**config.mk**
```make
export PLATFORM = sky130hd
export DESIGN_NAME = byte_packer
export DESIGN_NICKNAME = d
export VERILOG_FILES = /design/src/rtl/byte_packer.sv
export SDC_FILE = /design/constraint.sdc
export NUM_CORES = 1
export LEC_CHECK = 0
export ABC_CLOCK_PERIOD_IN_PS = 2300
export CAP_MARGIN = 20
export CORE_MARGIN = 2
export CORE_UTILIZATION = 29
export DETAILED_ROUTE_END_ITERATION = 10
export PLACE_DENSITY = 0.53
export SKIP_CTS_REPAIR_TIMING = 1
export SLEW_MARGIN = 20
export SYNTH_ARGS = -nofsm -noshare
export SYNTH_HDL_FRONTEND = slang
export SYNTH_SLANG_ARGS = --single-unit
```
**constraint.sdc**
```tcl
create_clock -name clk -period 2.3 [get_ports clk]
set_input_delay 0.23 -clock clk [delete_from_list [all_inputs] [get_ports clk]]
set_output_delay 0.23 -clock clk [all_outputs]
set_load 0.05 [all_outputs]
```
**src/rtl/byte_packer.sv**
```systemverilog
// byte_packer: reassembles pairs of 8-bit bytes into 16-bit words; optional parity via BYTE_PACKER_PARITY_EN.
// Latency: word valid one cycle after the edge accepting its second byte (or the flush).
// Backpressure: din_ready drops only while a word is held and dout_ready is low; held words stay stable.
module byte_packer #(
    parameter bit         MSB_FIRST = 1'b1,
    parameter logic [7:0] PAD_BYTE  = 8'h00
) (
    input  logic        clk,
    input  logic        rst,
    input  logic [7:0]  datain,
    input  logic        din_valid,
    output logic        din_ready,
`ifdef BYTE_PACKER_PARITY_EN
    input  logic        din_par,
    output logic        dout_perr,
`endif
    input  logic        flush,
    output logic [15:0] dataout,
    output logic        dout_valid,
    input  logic        dout_ready,
    output logic        dout_partial,
    output logic [15:0] word_count
);

    localparam logic [1:0] ST_EMPTY = 2'd0;
    localparam logic [1:0] ST_HALF  = 2'd1;
    localparam logic [1:0] ST_FULL  = 2'd2;

    logic [1:0]  r_state;
    logic [7:0]  r_hold;
    logic [15:0] r_dataout;
    logic        r_partial;
    logic [15:0] r_word_count;

    logic        w_byte_xfer;
    logic        w_word_xfer;
    logic [15:0] w_pair_word;
    logic [15:0] w_pad_word;
    logic        w_in_bad;

    // A held word can be replaced in the same cycle it leaves, so ready looks through to dout_ready.
    assign din_ready    = (r_state != ST_FULL) | dout_ready;
    assign dout_valid   = (r_state == ST_FULL);
    assign dataout      = r_dataout;
    assign dout_partial = r_partial;
    assign word_count   = r_word_count;

    assign w_byte_xfer  = din_valid & din_ready;
    assign w_word_xfer  = dout_valid & dout_ready;

    // The held byte is always the first of the pair; the pad fills the second slot.
    assign w_pair_word  = MSB_FIRST ? {r_hold, datain} : {datain, r_hold};
    assign w_pad_word   = MSB_FIRST ? {r_hold, PAD_BYTE} : {PAD_BYTE, r_hold};

`ifdef BYTE_PACKER_PARITY_EN
    logic r_hold_bad;
    logic r_perr;

    // Even parity: a good byte has an even number of ones across data and parity bit.
    assign w_in_bad  = ^{datain, din_par};
    assign dout_perr = r_perr;

    // Track the parity error of the held byte and fold it into the word when it completes.
    always_ff @(posedge clk) begin
        if (!rst) begin
            r_hold_bad <= 1'b0;
            r_perr     <= 1'b0;
        end else begin
            if (w_byte_xfer && (r_state != ST_HALF)) begin
                r_hold_bad <= w_in_bad;
            end
            if (r_state == ST_HALF) begin
                if (w_byte_xfer) begin
                    r_perr <= r_hold_bad | w_in_bad;
                end else if (flush) begin
                    r_perr <= r_hold_bad;
                end
            end
        end
    end
`else
    assign w_in_bad = 1'b0;
`endif

    // Pairing state machine plus the sink-side word counter.
    always_ff @(posedge clk) begin
        if (!rst) begin
            r_state      <= ST_EMPTY;
            r_hold       <= 8'h00;
            r_dataout    <= 16'h0000;
            r_partial    <= 1'b0;
            r_word_count <= 16'h0000;
        end else begin
            if (w_word_xfer) begin
                r_word_count <= r_word_count + 16'd1;
            end
            case (r_state)
                ST_EMPTY: begin
                    if (w_byte_xfer) begin
                        r_hold  <= datain;
                        r_state <= ST_HALF;
                    end
                end
                ST_HALF: begin
                    // A byte arriving with flush completes the word normally; the flush is dropped.
                    if (w_byte_xfer) begin
                        r_dataout <= w_pair_word;
                        r_partial <= 1'b0;
                        r_state   <= ST_FULL;
                    end else if (flush) begin
                        r_dataout <= w_pad_word;
                        r_partial <= 1'b1;
                        r_state   <= ST_FULL;
                    end
                end
                ST_FULL: begin
                    if (w_word_xfer) begin
                        if (w_byte_xfer) begin
                            r_hold  <= datain;
                            r_state <= ST_HALF;
                        end else begin
                            r_state <= ST_EMPTY;
                        end
                    end
                end
                default: begin
                    r_state <= ST_EMPTY;
                end
            endcase
        end
    end

    // Referenced so the default build carries no dangling signal.
    logic w_unused;
    assign w_unused = w_in_bad;

endmodule

```
==> flow_metrics.tcl <==
set metrics [dict create \
    status "finished clean" \
    n_antenna_cell 0 \
    grt-ovfl-total 0 \
    worst-path-max-fanout 9 \
    routed_via_density 4.66 \
    cts.sinks 43 \
    start_util 0.305 \
    highest_layer "met4" \
    fmax_mhz 484 \
    wirelength_mm 3.95 \
    ys_async_sr_fraction 0 \
    io_buffers 47 \
    period_minus_slack_ps 2060 \
    wl_met2_mm 1.81 \
    end_kind "output pin" \
    peakVddDrop_mv 0.238 \
    area_growth_pct 38.9 \
    wl_met1_mm 1.94 \
    finClkSkew_ps 6.16 \
    cts_tree "built" \
    fin_ws_ps 235 \
    finalCritPeriodShare 0.898 \
    worstPathCellList "nor2b_1, clkdlybuf4s50_1" \
    hp-start "r_hold[3]" \
    grt_pass1_vias 1385 \
    hp-class "reg -> reg" \
    postSynthAreaPerCell_um2 9.02 \
    hold_viol 0 \
    netlist_area_um2 1710 \
    seq_area_frac_synth 0.503 \
    rows 27 \
    p_per_area_nw_per_um2 610 \
    ys_seq_elements 43 \
    post-dp-hpwl_mm 2.77 \
    yosysWarnings 0 \
    wire_per_inst_um 12.6 \
    drive_gt1_frac 0.0785 \
    n_fill_cell 594 \
    slowest_stage "clkdlybuf4s50_1" \
    grt_use_total 0.131 \
    synth_flop_cell "dfxtp_1" \
    htree_levels 2 \
    grt_max_degree 25 \
    drt_pass1_iterations 4 \
    fp.dieW_um 80.9 \
    synth_cells 190 \
    rsz0062_at_grt "no" \
    synth_top_area_share 0.503 \
    critPathLaunchType "register" \
    critical_path_class "reg -> out" \
    clk_pin_slew_ps 90 \
    clock_latency_ps 300 \
    drtIter0Drc 53 \
    fin_tns_setup_ps 0 \
    slowest_delay_ps 820 \
    layout_common_cells "clkdlybuf4s50_1 (46), dfxtp_1 (43), nor2_1 (29)" \
    power.leakage_nw 0.835 \
    postRouteAntennaNets 0 \
    drv_cap 0 \
    synth_area_leaders "dfxtp_1 (50%), nor2_1 (6.4%), mux2i_1 (5.8%)" \
    cts_root_buffer "clkbuf_8" \
    dieArea_um2 6540 \
    relSlewSlack 0.611 \
    core_area_um2 5610 \
    slew_viol_final 0 \
    pin_count 48 \
    nets 255 \
    synth_enable_flop_cells 0 \
    cp.arrival_ps 1830 \
    r2r_start "r_state[1]" \
    required_ps 2070 \
    setup_viol 0 \
    cts.path.max_buffers 2 \
    synth_top_cell_by_area "dfxtp_1" \
    drc 0 \
    place_ws_ps 197 \
    antenna_found_initial 0 \
    final_common_cell "clkdlybuf4s50_1" \
    numCtsBuffers 5 \
    startpoint "r_state[1]" \
    tightest_slew_ps 579 \
    routed-wl-met3_um 132 \
    synthesis.nets 204 \
    die_h_um 80.9 \
    vias 1464 \
    grt_first_pass_wirelength_mm 6.60 \
    routabilityCongestion 0.749 \
    final_util 0.424 \
    synth_cell_types 36 \
]
[final timing paths]
path / end / slack (ps) / cells after the start
max: dout_valid / 240 / 2
min reg2reg: dataout[11] / 450 / 2
min: dataout[11] / 450 / 2
max reg2reg: word_count[15] / 500 / 4
[flip-flops by register name, indices dropped and copies added, names as in the netlist]
signal and flops:
r_hold 8, r_state 2, word_count 16, dout_partial 1, dataout 16
[Yosys cell counts (all sizes together), types with 2 or more instances]
library cell / n
o21ai: 2
or3: 3
nand4: 3
dfxtp: 43
nand2: 23
buf: 2
a21oi: 15
xnor2: 6
nor2: 29
mux2i: 10
nor4: 4
nor3: 3
nand3: 4
inv: 4
or4: 3
xor2: 3
a22oi: 8
clkbuf: 7
o31ai: 3
[critical path: cells and delay by family (launching register included)]
| family | cells | cell delay, ps |
|---|---|---|
| buffers and inverters | 1 | 820 |
| flip-flops | 1 | 510 |
| AND/OR/NAND/NOR | 1 | 210 |
[stage by stage]
stage	hold slack [ps]	instances	instance area (um^2)	total power, mW
3_3_place_gp	439	306	2290	0.994
6_report	449	314	2380	1.45
5_1_grt	472	314	2380	1.53
2_1_floorplan	369	190	1710	0.920
4_1_cts	454	314	2380	1.48
3_5_place_dp	443	306	2290	0.995
[routing by layer]
| metal | up-vias | global-route usage |
|---|---|---|
| li1 | 754 | - |
| met1 | 682 | 0.177 |
| met2 | 23 | 0.199 |
| met3 | 5 | 0.0311 |
| met4 | 0 | 0.0559 |
| met5 | - | 0 |
[report_power, final]
group          total [mW]  switching [mW]  internal, mW
Clock               0.476           0.265         0.211
Combinational       0.190           0.112        0.0788
Sequential          0.785          0.0167         0.768
[cell type report]
| type | instances | area, um^2 | share of cell area |
|---|---|---|---|
| Clock buffer | 5 | 68.8 | 0.0289 |
| Clock inverter | 3 | 20.0 | 0.00842 |
| Inverter | 5 | 18.8 | 0.00789 |
| Multi-Input combinational cell | 133 | 795 | 0.334 |
| Sequential cell | 43 | 861 | 0.362 |
| Tap cell | 72 | 90.1 | 0.0379 |
| Timing Repair Buffer | 53 | 526 | 0.221 |
[kinds of logic after synthesis]
family | count (synthesis) | share of synthesized area
AO/OA/AOI/OAI | 30 | 0.107
XOR/XNOR | 9 | 0.0460
adder cells (fa/ha/maj) | 1 | 0.00730
buffers and inverters | 14 | 0.0336
flip-flops | 43 | 0.503
multiplexers | 10 | 0.0584
AND/OR/NAND/NOR | 83 | 0.245
Note: power is estimated with default switching activity, not from simulation.
